<file path="src/rtl/axis_tx_pkg.sv">
// Shared types and defaults for the AXI-Stream frame transmitter.
package axis_tx_pkg;

   typedef enum logic {
      IDLE   = 1'b0,
      STREAM = 1'b1
   } state_t;

   localparam int DEF_DATA_W = 64;
   localparam int DEF_ADDR_W = 3;

   localparam logic [63:0] CSUM_SEED = 64'h0;

endpackage

</file>
<file path="src/rtl/axis_skid2.sv">
// Two-entry data+last FIFO feeding the stream head; push and pop may coincide.
module axis_skid2 #(
   parameter int W = 64
) (
   input  logic         clk,
   input  logic         rst,
   input  logic         push,
   input  logic [W-1:0] push_data,
   input  logic         push_last,
   input  logic         pop,
   output logic [W-1:0] head_data,
   output logic         head_last,
   output logic [1:0]   count
);

   logic [W-1:0] data0_reg, data1_reg;
   logic         last0_reg, last1_reg;
   logic [1:0]   count_reg;

   // Entry 0 is always the head, so the stream outputs come straight from flops.
   always_ff @(posedge clk or posedge rst) begin
      if (rst) begin
         data0_reg <= '0;
         data1_reg <= '0;
         last0_reg <= 1'b0;
         last1_reg <= 1'b0;
         count_reg <= 2'd0;
      end else begin
         case ({push, pop})
            2'b10: begin
               if (count_reg == 2'd0) begin
                  data0_reg <= push_data;
                  last0_reg <= push_last;
               end else begin
                  data1_reg <= push_data;
                  last1_reg <= push_last;
               end
               count_reg <= count_reg + 2'd1;
            end
            2'b01: begin
               data0_reg <= data1_reg;
               last0_reg <= last1_reg;
               count_reg <= count_reg - 2'd1;
            end
            2'b11: begin
               if (count_reg == 2'd1) begin
                  data0_reg <= push_data;
                  last0_reg <= push_last;
               end else begin
                  data0_reg <= data1_reg;
                  last0_reg <= last1_reg;
                  data1_reg <= push_data;
                  last1_reg <= push_last;
               end
            end
            default: ;
         endcase
      end
   end

   assign head_data = data0_reg;
   assign head_last = last0_reg;
   assign count     = count_reg;

endmodule

</file>
<file path="src/rtl/axis_frame_tx.sv">
// Streams len_words buffer words out as one AXIS frame with tlast on the final beat.
// Optional AXIS_TX_CHECKSUM_EN appends an XOR checksum beat that carries tlast instead.
module axis_frame_tx
   import axis_tx_pkg::*;
#(
   parameter int DATA_W = DEF_DATA_W,
   parameter int ADDR_W = DEF_ADDR_W,
   parameter int RD_LAT = 1
) (
   input  logic              aclk,
   input  logic              areset,
   input  logic              start,
   input  logic [ADDR_W:0]   len_words,
   output logic              busy,
   output logic              done,
   output logic              rd_en,
   output logic [ADDR_W-1:0] rd_addr,
   input  logic [DATA_W-1:0] rd_data,
   input  logic              m_axis_tready,
   output logic [DATA_W-1:0] m_axis_tdata,
   output logic              m_axis_tvalid,
   output logic              m_axis_tlast
);

   localparam int CW = ADDR_W + 1;
   localparam logic [CW-1:0] DEPTH_C = CW'(2 ** ADDR_W);

   if (RD_LAT != 1) begin : g_rd_lat_check
      $error("axis_frame_tx: only RD_LAT=1 is supported");
   end

   state_t            state_reg;
   logic [CW-1:0]     len_reg;
   logic [CW-1:0]     issued_reg;
   logic              pending_reg;
   logic              pend_last_reg;
   logic              busy_reg;
   logic              done_reg;

   logic [DATA_W-1:0] skid_data;
   logic              skid_last;
   logic [1:0]        skid_count;
   logic              skid_valid;
   logic              data_pop;
   logic              final_hs;
   logic              start_ok;
   logic              issue;
   logic [2:0]        occ;
   logic [CW-1:0]     len_clamped;

   assign skid_valid  = (skid_count != 2'd0);
   assign start_ok    = (state_reg == IDLE) && start && (len_words != '0);
   assign len_clamped = (len_words > DEPTH_C) ? DEPTH_C : len_words;

   // Credit the pop happening this cycle so a steady 1 beat/cycle fits in two entries.
   assign occ   = {1'b0, skid_count} + {2'b00, pending_reg} - {2'b00, data_pop};
   assign issue = (state_reg == STREAM) && (issued_reg < len_reg) && (occ < 3'd2);

   assign rd_en   = issue;
   assign rd_addr = issued_reg[ADDR_W-1:0];
   assign busy    = busy_reg;
   assign done    = done_reg;

   axis_skid2 #(.W(DATA_W)) u_skid (
      .clk       (aclk),
      .rst       (areset),
      .push      (pending_reg),
      .push_data (rd_data),
      .push_last (pend_last_reg),
      .pop       (data_pop),
      .head_data (skid_data),
      .head_last (skid_last),
      .count     (skid_count)
   );

`ifdef AXIS_TX_CHECKSUM_EN
   logic              csum_valid_reg;
   logic [DATA_W-1:0] csum_reg;

   assign data_pop      = skid_valid && m_axis_tready;
   assign final_hs      = csum_valid_reg && m_axis_tready;
   assign m_axis_tvalid = skid_valid || csum_valid_reg;
   assign m_axis_tdata  = csum_valid_reg ? csum_reg : skid_data;
   assign m_axis_tlast  = csum_valid_reg;

   // The checksum beat only follows the last data word, so the skid is empty by then.
   always_ff @(posedge aclk or posedge areset) begin
      if (areset) begin
         csum_valid_reg <= 1'b0;
         csum_reg       <= DATA_W'(CSUM_SEED);
      end else begin
         if (start_ok) begin
            csum_reg <= DATA_W'(CSUM_SEED);
         end else if (data_pop) begin
            csum_reg <= csum_reg ^ skid_data;
            if (skid_last) begin
               csum_valid_reg <= 1'b1;
            end
         end
         if (final_hs) begin
            csum_valid_reg <= 1'b0;
         end
      end
   end
`else
   assign data_pop      = skid_valid && m_axis_tready;
   assign final_hs      = data_pop && skid_last;
   assign m_axis_tvalid = skid_valid;
   assign m_axis_tdata  = skid_data;
   assign m_axis_tlast  = skid_valid && skid_last;
`endif

   always_ff @(posedge aclk or posedge areset) begin
      if (areset) begin
         state_reg     <= IDLE;
         len_reg       <= '0;
         issued_reg    <= '0;
         pending_reg   <= 1'b0;
         pend_last_reg <= 1'b0;
         busy_reg      <= 1'b0;
         done_reg      <= 1'b0;
      end else begin
         done_reg    <= 1'b0;
         pending_reg <= issue;
         if (issue) begin
            issued_reg    <= issued_reg + 1'b1;
            pend_last_reg <= (issued_reg == len_reg - 1'b1);
         end
         case (state_reg)
            IDLE: begin
               if (start_ok) begin
                  state_reg  <= STREAM;
                  busy_reg   <= 1'b1;
                  len_reg    <= len_clamped;
                  issued_reg <= '0;
               end
            end
            STREAM: begin
               if (final_hs) begin
                  state_reg <= IDLE;
                  busy_reg  <= 1'b0;
                  done_reg  <= 1'b1;
               end
            end
            default: state_reg <= IDLE;
         endcase
      end
   end

endmodule

</file>
<file path="config.mk">
export PLATFORM = sky130hd
export DESIGN_NAME = axis_frame_tx
export DESIGN_NICKNAME = d
export VERILOG_FILES = /design/src/rtl/axis_tx_pkg.sv /design/src/rtl/axis_skid2.sv /design/src/rtl/axis_frame_tx.sv
export SDC_FILE = /design/constraint.sdc
export NUM_CORES = 1
export LEC_CHECK = 0
export ABC_AREA = 1
export CAP_MARGIN = 20
export CORE_UTILIZATION = 55
export CTS_CLUSTER_DIAMETER = 100
export CTS_CLUSTER_SIZE = 25
export DETAILED_ROUTE_END_ITERATION = 8
export PLACE_DENSITY = 0.91
export SLEW_MARGIN = 0
export SYNTH_ARGS = -nofsm -noshare
export SYNTH_HDL_FRONTEND = slang
export SYNTH_SLANG_ARGS = --single-unit
</file>
<file path="constraint.sdc">
create_clock -name aclk -period 14.3 [get_ports aclk]
set_input_delay 2.86 -clock aclk [delete_from_list [all_inputs] [get_ports aclk]]
set_output_delay 2.86 -clock aclk [all_outputs]
set_load 0.01 [all_outputs]
</file>
==> reports/metrics.cfg <==
[drt]
postRouteAntennaNets=0
routedWlPerCell_microns=15.92
viasPerCell=5.557
drc=0
via_count=5957
first_pass_iters=5
drt-total-wl_microns=17070
drtIter0Drc=640

[placement]
place.gp.congestion=0.7953
dp.cells=1041
pre_cts_slack_ns=5.784
dp_hpwl_microns=9732
port_buffers=143

[synthesis]
synth_area_leader_cell=dfrtp_1
syn_nets=865
netlist_area_sq_um=6887
synth_cells=782
synth_area_per_cell_sq_um=8.806
synth.yosys.warnings=0
yosysUniqueCellTypes=28
ys_ff_latch=145
ys_seq_area_frac=0.5269
synthTopCellsByArea=dfrtp_1, nand3_1, nand2_1, a21oi_2, a21oi_1
synth_top_area_share=0.5269

[clock_tree]
clockBufferDepth=2
clock_latency_ns=0.42
clk_pin_slew_ns=0.06
cts_num_sinks=145
cts.hold.buffers_added=0
ctsResizeCount=0
clock-root-buffer=clkbuf_16
cts_buffers=17
cts_tree=built
post_cts_buffers=0
cts_max_level=4

[global_routing]
antenna_found_initial=0
grt_overflow=0
grt_usage=0.2748
grt_max_degree=78
grt_pass1_vias=5791
grt_first_pass_wirelength_microns=27920

[hold_path]
min_path_type=flip-flop to flip-flop

[sta]
tightestPinTransition_ns=1.084
finalHoldViolations=0
min_period_ns=8.691
setup_viol_count_final=0
slew_viol_final=0
relSlewSlack=0.2775
grt_setup_unrepaired=no
hold_ws_ns=0.4727
tns_ns=0
max_freq_ghz=0.1151
finalClockSkew_ns=0.01995
fin_ws_ns=5.609
post-route-period-util=0.6077

[final_layout]
fin_nets=975
diodes=0
final_layout_size_suffix_gt1_frac=0.1073
final_cells=1072
post-route-util=0.7292
fillers=850
area_delta_synth_final_pct=28.25

[setup_path]
critPathMaxFanout=7
crit_arrival_ns=5.83
cp-end-kind=output pin
cp.required_ns=11.44
start_kind=input port
critPathKind=input port to output pin

[floorplanning]
die-area_sq_um=12970
die_w_microns=113.9
rows=40
ios=144
start_util=0.5686
dieHeight_microns=113.9
core_sq_um=12110

[power_and_ir_drop]
p_leak_nw=3.964
power_density_nw_per_um2=248.5
ir_drop_mv=0.1596

[run]
cap_violations=0

[status]
outcome=finished, final reports clean

## final cells by class
class,count,area (sq um),share of cell area
multi-input cells,549,2774,0.3141
inverters,29,116.4,0.01317
clock buffers,21,460.4,0.05213
well taps,168,210.2,0.02380
flip-flops and latches,145,3628,0.4108
clock inverters,10,158.9,0.01799
repair buffers,150,1484,0.1680
## layout by cell type (no fill, tap or decap)
| cell type | instances |
|---|---|
| nand2_1 | 163 |
| dfrtp_1 | 145 |
| clkdlybuf4s50_1 | 143 |
| nand3_1 | 133 |
| nor2_1 | 84 |
| a21oi_1 | 81 |
| a21oi_2 | 49 |
| inv_1 | 26 |
| clkbuf_16 | 17 |
| ha_1 | 10 |
| buf_4 | 7 |
| nand2_2 | 6 |
| o21ai_0 | 6 |
| xnor2_1 | 6 |
| bufinv_16 | 4 |
| clkinv_2 | 3 |
| nand4_1 | 2 |
| xor2_1 | 2 |
| clkbuf_8 | 2 |
| clkinvlp_4 | 2 |
| clkbuf_1 | 2 |
| nor2_4 | 1 |
| nand3_2 | 1 |
| nand2_4 | 1 |
| inv_2 | 1 |
| a31oi_1 | 1 |
| inv_4 | 1 |
| nor3_1 | 1 |
| inv_6 | 1 |
| o21a_1 | 1 |
| fa_1 | 1 |
| clkinv_4 | 1 |
## layer usage
| layer | global-route usage | wire, microns | part of all wire |
|---|---|---|---|
| met2 | 0.4415 | 8211 | 0.48 |
| met3 | 0.07120 | 1369 | 0.080 |
| met1 | 0.3667 | 7298 | 0.43 |
| met4 | 0.08918 | 190 | 0.011 |
| met5 | 0 | 0 | 0 |
## logic make-up (layout without fill, tap and decap cells)
| logic type | after synthesis | count (layout) | share of synthesized area |
|---|---|---|---|
| and+or+nand+nor | 392 | 392 | 0.2422 |
| buffers and inverters | 88 | 210 | 0.07213 |
| AOI/OAI and AO/OA | 138 | 138 | 0.1275 |
| adders and majority gates | 11 | 11 | 0.02108 |
| DFF | 145 | 145 | 0.5269 |
| xor gates and xnor gates | 8 | 8 | 0.01017 |
## report_power, final
group          total (mW)  switching [mW]  internal (mW)  leakage, nW
registers           0.742           0.127          0.615         1.74
logic               0.985           0.567          0.418         1.92
clock network       0.468           0.168          0.299        0.299
total                2.19           0.862           1.33         3.96
## path summary, 6_finish.rpt
kind / startpoint / slack (ns) / depth (start not counted) / to
min in group asynchronous: areset / 2.90 / 2 / u_skid.head_data[17]
setup / recovery: m_axis_tready / 5.61 / 13 / rd_en
hold reg to reg: u_skid.data1_reg[44] / 0.47 / 2 / u_skid.data1_reg[44]
setup reg to reg: u_skid.count[0] / 10.80 / 9 / u_skid.data1_reg[2]
max in group asynchronous: areset / 10.02 / 3 / u_skid.head_data[53]
hold / removal: u_skid.data1_reg[44] / 0.47 / 2 / u_skid.data1_reg[44]
## through the flow
step | total power [mW] | area (sq um)
after CTS | 2.200 | 8832
after floorplan | 1.379 | 6887
after detailed placement | 1.719 | 8213
after global routing | 2.348 | 8832
after global placement | 1.682 | 8213
final | 2.194 | 8832
## critical path, stage by stage
cell and delay (ns):
clkdlybuf4s50_1 0.48, inv_1 0.07, nor2_4 0.15, inv_2 0.09, nor2_1 0.21, o21ai_0 0.17
fa_1 0.44, nand2_1 0.11, nand2_1 0.06, nor2_1 0.17, inv_1 0.06, nor2_1 0.35
clkdlybuf4s50_1 0.62
## synth_stat cells
cell type and instances:
nor3_1 1, inv_2 1, a21oi_1 81, buf_1 1, dfrtp_1 145, nand2_1 166
a31oi_1 1, buf_6 2, o21ai_0 6, nand3_1 133, buf_12 5, inv_1 27
a21oi_2 49, xor2_1 2, buf_4 5, fa_1 1, nor2_4 1, xnor2_1 6
o21a_1 1, ha_1 10, clkbuf_1 15, nor2_1 84, buf_8 1, nand3_2 1
inv_4 1, nand4_1 2, nand2_2 4, buf_2 30
No activity file was read; power rests on OpenSTA's default activity.
